`src/rtl/avmm_burst_arbiter.sv`:
```
// Round-robin Avalon-MM arbiter: N masters share one slave, write bursts lock the grant,
// and read responses are routed back in order through a pending-read FIFO.
module avmm_burst_arbiter #(
    parameter int NUM_MASTERS = 2,
    parameter int ADDR_W      = 12,
    parameter int SYMBOL_W    = 8,
    parameter int NUM_SYMBOLS = 4,
    parameter int BURST_W     = 4,
    parameter int MAX_PENDING = 8,
    localparam int DATA_W     = SYMBOL_W * NUM_SYMBOLS
) (
    input  logic                            clk_clk,
    input  logic                            reset_reset_n,
    input  logic [NUM_MASTERS*ADDR_W-1:0]   m_address,
    input  logic [NUM_MASTERS-1:0]          m_read,
    input  logic [NUM_MASTERS-1:0]          m_write,
    input  logic [NUM_MASTERS*DATA_W-1:0]   m_writedata,
    input  logic [NUM_MASTERS*NUM_SYMBOLS-1:0] m_byteenable,
    input  logic [NUM_MASTERS*BURST_W-1:0]  m_burstcount,
    output logic [NUM_MASTERS-1:0]          m_waitrequest,
    output logic [NUM_MASTERS-1:0]          m_readdatavalid,
    output logic [DATA_W-1:0]               m_readdata,
    output logic [ADDR_W-1:0]               s_address,
    output logic                            s_read,
    output logic                            s_write,
    output logic [DATA_W-1:0]               s_writedata,
    output logic [NUM_SYMBOLS-1:0]          s_byteenable,
    output logic [BURST_W-1:0]              s_burstcount,
    input  logic                            s_waitrequest,
    input  logic                            s_readdatavalid,
    input  logic [DATA_W-1:0]               s_readdata
);
    localparam int MID_W = $clog2(NUM_MASTERS);
    localparam int PTR_W = (MAX_PENDING > 1) ? $clog2(MAX_PENDING) : 1;
    localparam int CNT_W = $clog2(MAX_PENDING + 1);

    typedef enum logic {IDLE = 1'b0, WBURST = 1'b1} state_t;

    state_t             state_q, state_d;
    logic [MID_W-1:0]   rr_ptr_q, rr_ptr_d;
    logic [MID_W-1:0]   lock_q, lock_d;
    logic [BURST_W-1:0] wcnt_q, wcnt_d;
    logic [BURST_W-1:0] rbeat_q, rbeat_d;
    logic [MID_W-1:0]   fifo_id_q  [MAX_PENDING];
    logic [BURST_W-1:0] fifo_len_q [MAX_PENDING];
    logic [PTR_W-1:0]   wr_ptr_q, rd_ptr_q;
    logic [CNT_W-1:0]   count_q;
    logic               err_q;

    logic                   fifo_full, fifo_empty;
    logic [NUM_MASTERS-1:0] eligible;
    logic                   gnt_valid;
    logic [MID_W-1:0]       gnt, cand;
    logic                   accept, push, pop, rsp_hit;
    logic [BURST_W-1:0]     push_len;
    logic [MID_W-1:0]       head_id;
    logic [BURST_W-1:0]     head_len;

    assign fifo_full  = (count_q == CNT_W'(MAX_PENDING));
    assign fifo_empty = (count_q == '0);

    // Fullness is taken from the registered count, so a same-cycle pop never frees a read slot.
    always_comb begin
        eligible  = m_write | (m_read & {NUM_MASTERS{~fifo_full}});
        gnt_valid = 1'b0;
        gnt       = '0;
        cand      = '0;
        if (state_q == WBURST) begin
            gnt_valid = 1'b1;
            gnt       = lock_q;
        end else begin
            for (int unsigned i = 0; i < NUM_MASTERS; i++) begin
                cand = MID_W'((32'(rr_ptr_q) + i) % NUM_MASTERS);
                if (!gnt_valid && eligible[cand]) begin
                    gnt_valid = 1'b1;
                    gnt       = cand;
                end
            end
        end
        gnt_valid = gnt_valid & reset_reset_n;
    end

    always_comb begin
        s_address     = '0;
        s_read        = 1'b0;
        s_write       = 1'b0;
        s_writedata   = '0;
        s_byteenable  = '0;
        s_burstcount  = '0;
        m_waitrequest = '1;
        if (gnt_valid) begin
            s_address          = m_address[gnt*ADDR_W +: ADDR_W];
            s_writedata        = m_writedata[gnt*DATA_W +: DATA_W];
            s_byteenable       = m_byteenable[gnt*NUM_SYMBOLS +: NUM_SYMBOLS];
            s_burstcount       = m_burstcount[gnt*BURST_W +: BURST_W];
            s_write            = m_write[gnt];
            s_read             = m_read[gnt] & ~m_write[gnt] & (state_q == IDLE);
            m_waitrequest[gnt] = s_waitrequest;
        end
    end

    assign accept   = (s_read | s_write) & ~s_waitrequest;
    assign push     = accept & s_read;
    assign push_len = (s_burstcount == '0) ? BURST_W'(1) : s_burstcount;
    assign head_id  = fifo_id_q[rd_ptr_q];
    assign head_len = fifo_len_q[rd_ptr_q];
    assign rsp_hit  = s_readdatavalid & ~fifo_empty;
    assign pop      = rsp_hit & ((rbeat_q + BURST_W'(1)) == head_len);
    assign m_readdata = s_readdata;

    always_comb begin
        m_readdatavalid = '0;
        if (rsp_hit) m_readdatavalid[head_id] = 1'b1;
    end

    always_comb begin
        state_d  = state_q;
        lock_d   = lock_q;
        wcnt_d   = wcnt_q;
        rr_ptr_d = rr_ptr_q;
        rbeat_d  = rbeat_q;
        case (state_q)
            IDLE: begin
                if (accept) begin
                    if (s_write && (s_burstcount > BURST_W'(1))) begin
                        state_d = WBURST;
                        lock_d  = gnt;
                        wcnt_d  = s_burstcount - BURST_W'(1);
                    end else begin
                        rr_ptr_d = (gnt == MID_W'(NUM_MASTERS - 1)) ? '0 : gnt + 1'b1;
                    end
                end
            end
            WBURST: begin
                if (accept) begin
                    if (wcnt_q == BURST_W'(1)) begin
                        state_d  = IDLE;
                        wcnt_d   = '0;
                        rr_ptr_d = (lock_q == MID_W'(NUM_MASTERS - 1)) ? '0 : lock_q + 1'b1;
                    end else begin
                        wcnt_d = wcnt_q - BURST_W'(1);
                    end
                end
            end
            default: state_d = IDLE;
        endcase
        if (rsp_hit) rbeat_d = pop ? '0 : rbeat_q + BURST_W'(1);
    end

    always_ff @(posedge clk_clk or negedge reset_reset_n) begin
        if (!reset_reset_n) begin
            state_q  <= IDLE;
            rr_ptr_q <= '0;
            lock_q   <= '0;
            wcnt_q   <= '0;
            rbeat_q  <= '0;
            wr_ptr_q <= '0;
            rd_ptr_q <= '0;
            count_q  <= '0;
            err_q    <= 1'b0;
            for (int unsigned i = 0; i < MAX_PENDING; i++) begin
                fifo_id_q[i]  <= '0;
                fifo_len_q[i] <= '0;
            end
        end else begin
            state_q  <= state_d;
            rr_ptr_q <= rr_ptr_d;
            lock_q   <= lock_d;
            wcnt_q   <= wcnt_d;
            rbeat_q  <= rbeat_d;
            if (push) begin
                fifo_id_q[wr_ptr_q]  <= gnt;
                fifo_len_q[wr_ptr_q] <= push_len;
                wr_ptr_q <= (wr_ptr_q == PTR_W'(MAX_PENDING - 1)) ? '0 : wr_ptr_q + 1'b1;
            end
            if (pop) begin
                rd_ptr_q <= (rd_ptr_q == PTR_W'(MAX_PENDING - 1)) ? '0 : rd_ptr_q + 1'b1;
            end
            if (push && !pop) count_q <= count_q + 1'b1;
            else if (pop && !push) count_q <= count_q - 1'b1;
            if (s_readdatavalid && fifo_empty) err_q <= 1'b1;
        end
    end
endmodule

```
`config.mk`:
```
export PLATFORM = sky130hd
export DESIGN_NAME = avmm_burst_arbiter
export DESIGN_NICKNAME = d
export VERILOG_FILES = /design/src/rtl/avmm_burst_arbiter.sv
export SDC_FILE = /design/constraint.sdc
export NUM_CORES = 1
export LEC_CHECK = 0
export BUFFER_PORTS_ARGS = -buffer_cell sky130_fd_sc_hd__buf_2
export CORE_MARGIN = 3
export CORE_UTILIZATION = 47
export DETAILED_ROUTE_END_ITERATION = 8
export HOLD_SLACK_MARGIN = 0.1
export PLACE_DENSITY_LB_ADDON = 0.15
export SYNTH_ARGS = -nofsm -noshare
export SYNTH_HDL_FRONTEND = slang
export SYNTH_SLANG_ARGS = --single-unit
```
`constraint.sdc`:
```
create_clock -name clk_clk -period 3.97 [get_ports clk_clk]
set_clock_uncertainty 0.05 [all_clocks]
set_input_delay 0 -clock clk_clk [delete_from_list [all_inputs] [get_ports clk_clk]]
set_output_delay 0 -clock clk_clk [all_outputs]
set_load 0.01 [all_outputs]
```
==> results.sh, run 1 <==
export IMPL_status="complete, no violations"
export IMPL_grt_ovfl_total=0
export IMPL_fin_setup_tns_ns=0
export IMPL_start_kind="flop"
export IMPL_layout_drive_gt1_share_pct=40.3
export IMPL_crit_fanout=9
export IMPL_vias_per_cell=5.49
export IMPL_crit_arrival_ns=3.87
export IMPL_finalSetupViolCount=0
export IMPL_syn_nets=668
export IMPL_floorplan_initialDensity_pct=49.2
export IMPL_pin_count=234
export IMPL_yosysWarnings=0
export IMPL_wire_per_inst_um=20.5
export IMPL_cts_tree="built"
export IMPL_synth_adder_area_share_pct=3.97
export IMPL_ctsHtreeMaxLevel=3
export IMPL_netlist_area_leader_share_pct=33.1
export IMPL_ys_async_sr_fraction_pct=100
export IMPL_critPathTopFamily="simple AND/OR/NAND/NOR gates"
export IMPL_design_die_area_um2=11000
export IMPL_crit_buf_inv=0
export IMPL_portBuffers=169
export IMPL_timing_final_crit_share_pct=93.1
export IMPL_postCtsSetupRepairBufs=0
export IMPL_ant_nets=0
export IMPL_power_leakage_nw=2.93
export IMPL_required_ns=4.15
export IMPL_cp_slowest_stage_delay_ns=0.62
export IMPL_ys_top_cells_by_area="dfrtp_1, mux2_2, nand2_1"
export IMPL_yosys_area_share_simple_pct=18.6
export IMPL_p_per_area_nw_per_um2=605
export IMPL_ys_ff_latch=61
export IMPL_worstPathCellList="or4b_4, or3_4, nand3_2, mux2i_1, nand2b_1, ha_1, o21ba_2, a21oi_1, nand4_1, a21o_2, or4b_1, o311ai_0"
export IMPL_ys_top_cells_by_count="nand2_1, dfrtp_1, a21oi_1, mux2_2, buf_4"
export IMPL_synth_compound_area_share_pct=13.1
export IMPL_dp_final_hpwl_um=12700
export IMPL_cts_made_buffers=9
export IMPL_die_width_um=105
export IMPL_ys_types=58
export IMPL_syn_instance_count=510
export IMPL_track_usage_pct=29.8
export IMPL_clock_fmax_mhz=271
export IMPL_period_needed_ns=3.69
export IMPL_grt_pass1_vias=4376
export IMPL_clk_latency_ns=0.35
export IMPL_n_antenna_cell=0
export IMPL_ir_worst_vdd_mv=0.392
export IMPL_grt_first_pass_wirelength_um=25200
export IMPL_synth_xor_area_share_pct=2.47
export IMPL_clock_path_buffers=2
export IMPL_yosysMostFrequentCell="nand2_1"
export IMPL_cts_sinks=61
export IMPL_rsz0062_at_grt="false"
export IMPL_core_area_um2=9370
export IMPL_via_count=4440
export IMPL_end_kind="flop"
export IMPL_totalWireLength_um=16600
export IMPL_antenna_found_initial=1
export IMPL_synth_edf_count=0
export IMPL_finalHoldViolations=0
export IMPL_drv_slew=0
export IMPL_cap_viol_max_count=0
export IMPL_seq_area_frac_synth_pct=33.1
export IMPL_critPathKind="flop to flop"
export IMPL_hp_class="input pin to flop"
export IMPL_grt_max_degree=65
export IMPL_place_congestion=1.05
export IMPL_synth_top_area_cell="dfrtp_1"
export IMPL_route_detailed_drc=0
export IMPL_muxShareOfSynthArea_pct=19.9
export IMPL_synth_area_um2=4610
export IMPL_synthFlopType="dfrtp_1"
export IMPL_synth_top_family_by_area="multiplexers"
export IMPL_syn_to_final_growth_pct=28.1
export IMPL_drtIter0Drc=358
export IMPL_dr_pass1_iters=5
export IMPL_slowest_stage="or4b_4"
export IMPL_reg2reg_slack_ns=0.28
export IMPL_synth_area_per_cell_um2=9.03
export IMPL_worstMarginPinSlew_ns=1.09
export IMPL_clk_pin_slew_worst_paths_ns=0.06
export IMPL_num_rows=35
export IMPL_die_y_um=105
export IMPL_slew_limit_headroom_pct=26.5
export IMPL_nets=833
export IMPL_cts_root_buf="clkbuf_8"
export IMPL_total_power_mw=3.57
## worst paths after layout
check                               startpoint        endpoint  cells after the start
worst max-delay path                count_q[2]       wcnt_q[2]                     12
worst min-delay path                m_write[1]          lock_q                      4
worst max register to register      count_q[2]       wcnt_q[2]                     12
worst min register to register  fifo_len_q[21]  fifo_len_q[21]                      1
max in group asynchronous        reset_reset_n      count_q[1]                      3
min in group asynchronous        reset_reset_n  fifo_len_q[28]                      3
## layout make-up
class | instances | area, µm²
timing repair buffer | 214 | 1270
inverter | 12 | 45.0
fill | 846 | 3470
clock inverter | 4 | 47.5
clock buffer | 12 | 145
multi-input combinational | 377 | 2700
tap | 129 | 161
sequential | 61 | 1530
## registers in the layout, summed over array words and instances (netlist names)
name,flops
fifo_len_q,32
fifo_id_q,8
count_q,4
rbeat_q,4
wcnt_q,4
rd_ptr_q,3
wr_ptr_q,3
lock_q,1
rr_ptr_q,1
state_q,1
## kinds of logic (layout without fill, tap and decap cells)
kind of cell | Yosys count | after routing
AND/OR/NAND/NOR | 181 | 181
multiplexers | 72 | 72
XOR/XNOR | 13 | 13
buffers and inverters | 72 | 242
AO/OA/AOI/OAI | 97 | 97
adder cells (fa/ha/maj) | 14 | 14
flip-flops | 61 | 61
## repair_timing
item	in CTS	in global routing
hold endpoints to repair	99	0
hold buffers	36	0
resized for setup	0	4
endpoints found under the setup margin	0	1
## metal layers
metal  GRT usage, %  vias up  routed length, µm
met1           39.3     2164               7150
met5              0        -                 13
met3           8.59       29               1290
met2           48.5      166               7890
li1               -     2079                  -
met4           7.03        2                240
## power by group
group / switching [mW] / internal, mW
Sequential: 0.211 / 0.781
Clock: 0.237 / 0.305
Combinational: 1.19 / 0.846
Total: 1.64 / 1.93
## through the flow
| step | area (µm²) | hold WS (ns) | util, % | worst slack (ns) | instances |
|---|---|---|---|---|---|
| floorplan | 4610 | -0.346 | - | 0.386 | 510 |
| global placement | 5340 | -0.0499 | 56.9 | 0.354 | 757 |
| detailed placement | 5340 | -0.0499 | 56.9 | 0.224 | 757 |
| CTS | 5890 | 0.110 | 62.8 | 0.218 | 809 |
| global route | 5900 | 0.154 | 63.0 | 0.0517 | 809 |
| finish | 5900 | 0.141 | 63.0 | 0.276 | 809 |
## tightest hold or removal path: stages
cell and delay [ns]:
buf_2 0.20, a21oi_1 0.06, nor2_1 0.08, mux2_2 0.15
## cell usage in the layout, fill, tap and decap left out, types with 2 or more instances in the layout
cell and instances:
buf_2 169, a21oi_2 2, a21oi_1 55, nor2b_1 2
nor4b_2 2, nand2b_1 5, mux2_4 5, xnor2_1 8
nor2_1 22, buf_4 9, mux2_2 44, a211oi_1 2
o31ai_1 6, mux2i_1 12, xor2_1 5, nor3_1 6
mux4_2 8, a21o_1 3, nand4_1 3, clkbuf_1 2
o311ai_0 2, or4b_1 2, nor3_2 6, nand2_1 116
inv_1 12, clkinv_2 2, o41ai_1 2, ha_1 13
nand3_1 3, dlygate4sd3_1 36, mux2_1 2, o21ai_0 14
dfrtp_1 60, clkbuf_8 10
Power figures use the tool's default switching activity.
==> run 2, diff against run 1 <==
- REMOVE_ABC_BUFFERS: default -> 1
==> run 2 against run 1 <==
  * Die area unchanged
  * Via count increased by 4.1%
  * Maximum frequency decreased by 0.86%
  * Largest power group unchanged
  * Highest routed layer unchanged
==> results.sh, run 2 (synthesized netlist as in run 1, its figures left out) <==
export IMPL_status="complete, no violations"
export IMPL_p_per_area_nw_per_um2=628
export IMPL_netSwitchingFraction_pct=45.4
export IMPL_portBuffers=169
export IMPL_layout_drive_gt1_share_pct=39.9
export IMPL_top_regs="fifo_len_q x32, fifo_id_q x8"
export IMPL_dp_final_hpwl_um=14600
export IMPL_crit_fanout=9
export IMPL_power_frac_seq_pct=26.5
export IMPL_final_common_cell="buf_2"
export IMPL_die_width_um=105
export IMPL_hp_class="input pin to flop"
export IMPL_ant_nets=0
export IMPL_syn_to_final_growth_pct=29.4
export IMPL_core_area_um2=9370
export IMPL_drtIter0Drc=434
export IMPL_design_die_area_um2=11000
export IMPL_floorplan_initialDensity_pct=49.2
export IMPL_grt_pass1_vias=4392
export IMPL_clk_pin_slew_worst_paths_ns=0.07
export IMPL_power_leakage_nw=2.95
export IMPL_grt_first_pass_wirelength_um=27500
export IMPL_ctsHtreeMaxLevel=3
export IMPL_wire_per_inst_um=23.1
export IMPL_reg2reg_slack_ns=0.24
export IMPL_nets=834
export IMPL_worstMarginPinSlew_ns=0.943
export IMPL_reg2reg_depth=12
export IMPL_vias_per_cell=5.65
export IMPL_place_congestion=1.02
export IMPL_clk_latency_ns=0.35
export IMPL_fin_setup_tns_ns=0
export IMPL_top_register="fifo_len_q"
export IMPL_combPwrFrac_pct=55.5
export IMPL_clock_path_buffers=2
export IMPL_cts_made_buffers=9
export IMPL_dp_slack_ns=0.253
export IMPL_total_power_mw=3.74
export IMPL_ir_worst_vdd_mv=0.395
export IMPL_r2r_end="wcnt_q[2]"
export IMPL_p_clk_share_pct=18.0
export IMPL_cts_resized=0
export IMPL_largest_reg_flops=32
export IMPL_pin_count=234
export IMPL_cts_tree="built"
export IMPL_start_kind="flop"
export IMPL_period_needed_ns=3.73
export IMPL_fin_ws_ns=0.243
export IMPL_worstHoldPathCells=4
export IMPL_p_sw_mw=1.70
export IMPL_fin_util_pct=63.6
export IMPL_via_count=4620
export IMPL_crit_arrival_ns=3.92
export IMPL_rsz0062_at_grt="false"
export IMPL_cts_sinks=61
export IMPL_num_rows=35
export IMPL_timing_rr_start="count_q[2]"
export IMPL_finalHoldViolations=0
export IMPL_drv_slew=0
export IMPL_end_kind="flop"
export IMPL_clock_fmax_mhz=268
export IMPL_finalSetupViolCount=0
export IMPL_timing_final_crit_share_pct=93.9
export IMPL_die_y_um=105
export IMPL_cts_root_buf="clkbuf_8"
export IMPL_min_delay_start="m_write[1]"
export IMPL_dr_pass1_iters=5
export IMPL_track_usage_pct=33.7
export IMPL_p_int_mw=2.04
export IMPL_critPathKind="flop to flop"
export IMPL_required_ns=4.16
export IMPL_final_cell_area_um2=5960
export IMPL_antenna_found_initial=10
export IMPL_place_area_um2=5340
export IMPL_totalWireLength_um=18900
export IMPL_holdPathEnd="lock_q"
export IMPL_grt_max_degree=64
export IMPL_slew_limit_headroom_pct=36.3
export IMPL_grt_ovfl_total=0
export IMPL_cap_viol_max_count=0
export IMPL_route_detailed_drc=0
export IMPL_final_cell_mix="buf_2, nand2_1, dfrtp_1, a21oi_1, mux2_2"
export IMPL_nFillCells=841
[run 2: area by class of cell]
type | count | area (µm²) | share of cell area [%]
antenna | 7 | 17.5 | 0.294
clock buffer | 10 | 128 | 2.14
clock inverter | 6 | 111 | 1.87
inverter | 12 | 45.0 | 0.756
multi-input combinational | 377 | 2690 | 45.1
sequential | 61 | 1530 | 25.6
tap | 129 | 161 | 2.71
timing repair buffer | 215 | 1280 | 21.5
[run 2: worst max-delay path: stages (launching register included)]
cell      delay, ns
dfrtp_1        0.45
or4b_4         0.62
or3_1          0.44
nand3_2        0.12
mux2i_1        0.10
nand2b_1       0.21
ha_1           0.28
o21ba_2        0.24
a21oi_1        0.15
nand4_1        0.11
a21o_1         0.29
or4b_1         0.48
o311ai_0       0.09
[run 2: timing repair]
| item | 4_1_cts | 5_1_grt |
|---|---|---|
| buffers inserted | 0 | 0 |
| hold buffers | 36 | 0 |
| endpoints found under the hold margin | 99 | 0 |
[run 2: how the worst max path moves through the flow]
| stage | depth (start not counted) | from | to |
|---|---|---|---|
| after floorplan | 11 | count_q[1] | wcnt_q[2] |
| after detailed placement | 12 | count_q[2] | wcnt_q[2] |
| final | 12 | count_q[2] | wcnt_q[2] |
| after global routing | 12 | count_q[1] | wcnt_q[2] |
| after global placement | 12 | count_q[1] | wcnt_q[2] |
| after CTS | 12 | count_q[2] | wcnt_q[2] |
[run 2: stage by stage]
step,cells,hold slack [ns]
2_1_floorplan,450,-0.346
3_3_place_gp,758,-0.0499
3_5_place_dp,758,-0.0499
4_1_cts,810,0.131
5_1_grt,817,0.162
6_report,817,0.154
[run 2: power by group through the flow]
stage | combinational (mW) | clock [mW] | sequential (mW)
2_1_floorplan | 1.29 | 0 | 0.969
3_3_place_gp | 1.94 | 0 | 0.976
3_5_place_dp | 1.98 | 0 | 0.994
4_1_cts | 2.04 | 0.682 | 0.986
5_1_grt | 2.26 | 0.710 | 1.02
6_report | 2.08 | 0.674 | 0.994
[run 2: metal layers]
layer	global-route usage [%]	routed length, µm	up-vias
li1	-	-	2088
met1	46.0	7830	2236
met2	47.7	8180	261
met3	15.4	2460	29
met4	9.93	356	6
met5	0	41	-
==> run 3, diff against run 2 <==
- CTS_BUF_LIST: default -> sky130_fd_sc_hd__clkbuf_4 sky130_fd_sc_hd__clkbuf_8 sky130_fd_sc_hd__clkbuf_16
==> run 3 against run 2 <==
  * Sequential power barely moved
  * Die area unchanged
  * Via count increased by 0.13%
  * Core utilization increased by 0.094 points
  * First-iteration DRC count is 12% higher
  * Clock power is 2% higher
  * Critical path type unchanged
  * Largest cell class unchanged
  * Highest routed layer unchanged
==> results.sh, run 3 (synthesized netlist as in run 1, its figures left out) <==
export IMPL_status="complete, no violations"
export IMPL_final_seq_area_um2=1530
export IMPL_final_cell_area_um2=5970
export IMPL_end_kind="flop"
export IMPL_ant_nets=0
export IMPL_largest_reg_flops=32
export IMPL_num_rows=35
export IMPL_postCtsSetupRepairBufs=0
export IMPL_dp_slack_ns=0.253
export IMPL_syn_to_final_growth_pct=29.6
export IMPL_crit_arrival_ns=3.94
export IMPL_layout_drive_gt1_share_pct=40.1
export IMPL_dp_cells=758
export IMPL_cap_viol_max_count=0
export IMPL_timing_final_crit_share_pct=94.5
export IMPL_top_register="fifo_len_q"
export IMPL_design_die_area_um2=11000
export IMPL_grt_pass1_vias=4425
export IMPL_finalSetupViolCount=0
export IMPL_clock_fmax_mhz=267
export IMPL_top_regs="fifo_len_q x32, fifo_id_q x8"
export IMPL_place_congestion=1.02
export IMPL_dr_pass1_iters=5
export IMPL_pin_count=234
export IMPL_drv_slew=0
export IMPL_portBuffers=169
export IMPL_floorplan_initialDensity_pct=49.2
export IMPL_fin_util_pct=63.7
export IMPL_die_y_um=105
export IMPL_grt_first_pass_wirelength_um=27800
export IMPL_via_count=4626
export IMPL_p_per_area_nw_per_um2=630
export IMPL_crit_fanout=9
export IMPL_ctsHtreeMaxLevel=3
export IMPL_fin_ws_ns=0.219
export IMPL_slew_limit_headroom_pct=36.0
export IMPL_power_leakage_nw=2.96
export IMPL_fin_setup_tns_ns=0
export IMPL_crit_buf_inv=0
export IMPL_route_detailed_drc=0
export IMPL_cts_sinks=61
export IMPL_totalWireLength_um=18900
export IMPL_cts_resized=0
export IMPL_critPathKind="flop to flop"
export IMPL_final_common_cell="buf_2"
export IMPL_ir_worst_vdd_mv=0.394
export IMPL_grt_max_degree=64
export IMPL_place_area_um2=5340
export IMPL_rsz0062_at_grt="false"
export IMPL_total_power_mw=3.76
export IMPL_hold_ws_ns=0.149
export IMPL_vias_per_cell=5.65
export IMPL_clock_path_buffers=2
export IMPL_hp_class="input pin to flop"
export IMPL_clk_pin_slew_worst_paths_ns=0.07
export IMPL_worstPathCellList="or4b_4, or3_1, nand3_2, mux2i_1, nand2b_1, ha_1, o21ba_2, a21oi_1, nand4_1, a21o_1, or4b_1, o311ai_0"
export IMPL_nets=834
export IMPL_cp_slowest_stage_delay_ns=0.61
export IMPL_dp_final_hpwl_um=14600
export IMPL_period_needed_ns=3.75
export IMPL_drtIter0Drc=488
export IMPL_wire_per_inst_um=23.1
export IMPL_cts_tree="built"
export IMPL_clk_latency_ns=0.35
export IMPL_cts_made_buffers=9
export IMPL_finalHoldViolations=0
export IMPL_critPathTopFamily="simple AND/OR/NAND/NOR gates"
export IMPL_die_width_um=105
export IMPL_worstMarginPinSlew_ns=0.948
export IMPL_nFillCells=832
export IMPL_cts_root_buf="clkbuf_8"
export IMPL_grt_ovfl_total=0
export IMPL_slowest_stage="or4b_4"
export IMPL_core_area_um2=9370
export IMPL_final_cell_mix="buf_2, nand2_1, dfrtp_1, a21oi_1, mux2_2"
export IMPL_multi_input_area_um2=2690
export IMPL_final_cells=819
export IMPL_cts_hold_buffers=36
export IMPL_start_kind="flop"
export IMPL_antenna_found_initial=5
export IMPL_track_usage_pct=34.0
export IMPL_required_ns=4.16
[run 3: cell types whose count changed in the layout (fill, tap and decap cells not counted), sizes merged]
cell / previous run / this run
diode: 7 / 9
[run 3: routing by layer]
metal / part of all wire (%) / wire length, µm / global-route usage (%) / vias up
li1: - / - / - / 2087
met1: 41 / 7770 / 46.7 / 2222
met2: 43 / 8080 / 49.3 / 275
met3: 14 / 2640 / 16.1 / 36
met4: 2.0 / 380 / 6.56 / 6
met5: 0.22 / 41 / 0 / -
[run 3: area by class of cell]
cell class,count,share of cell area (%)
diodes,9,0.377
clock buffers,10,2.20
clock inverters,6,1.87
inverters,12,0.755
multi-input cells,377,45.1
flip-flops and latches,61,25.6
well taps,129,2.70
repair buffers,215,21.5
[run 3: tightest hold or removal path, cell delays in order]
cell	delay (ns)
buf_2	0.19
a21oi_1	0.06
nor2_1	0.10
mux2_2	0.15
[run 3: worst paths after layout]
path                                from             end  slack, ns  depth (start not counted)
max in group asynchronous  reset_reset_n  fifo_len_q[16]       2.84                          3
hold / removal                m_write[1]          lock_q       0.15                          4
setup reg to reg              count_q[2]       wcnt_q[2]       0.22                         12
hold reg to reg            fifo_len_q[1]   fifo_len_q[1]       0.45                          1
setup / recovery              count_q[2]       wcnt_q[2]       0.22                         12
min in group asynchronous  reset_reset_n     wr_ptr_q[1]       0.49                          3
[run 3: power by group]
part           internal, mW  switching [mW]  leakage, nW
Combinational         0.848            1.24         2.02
Sequential            0.779           0.211        0.812
Clock                 0.424           0.262        0.120
Total                  2.05            1.71         2.96
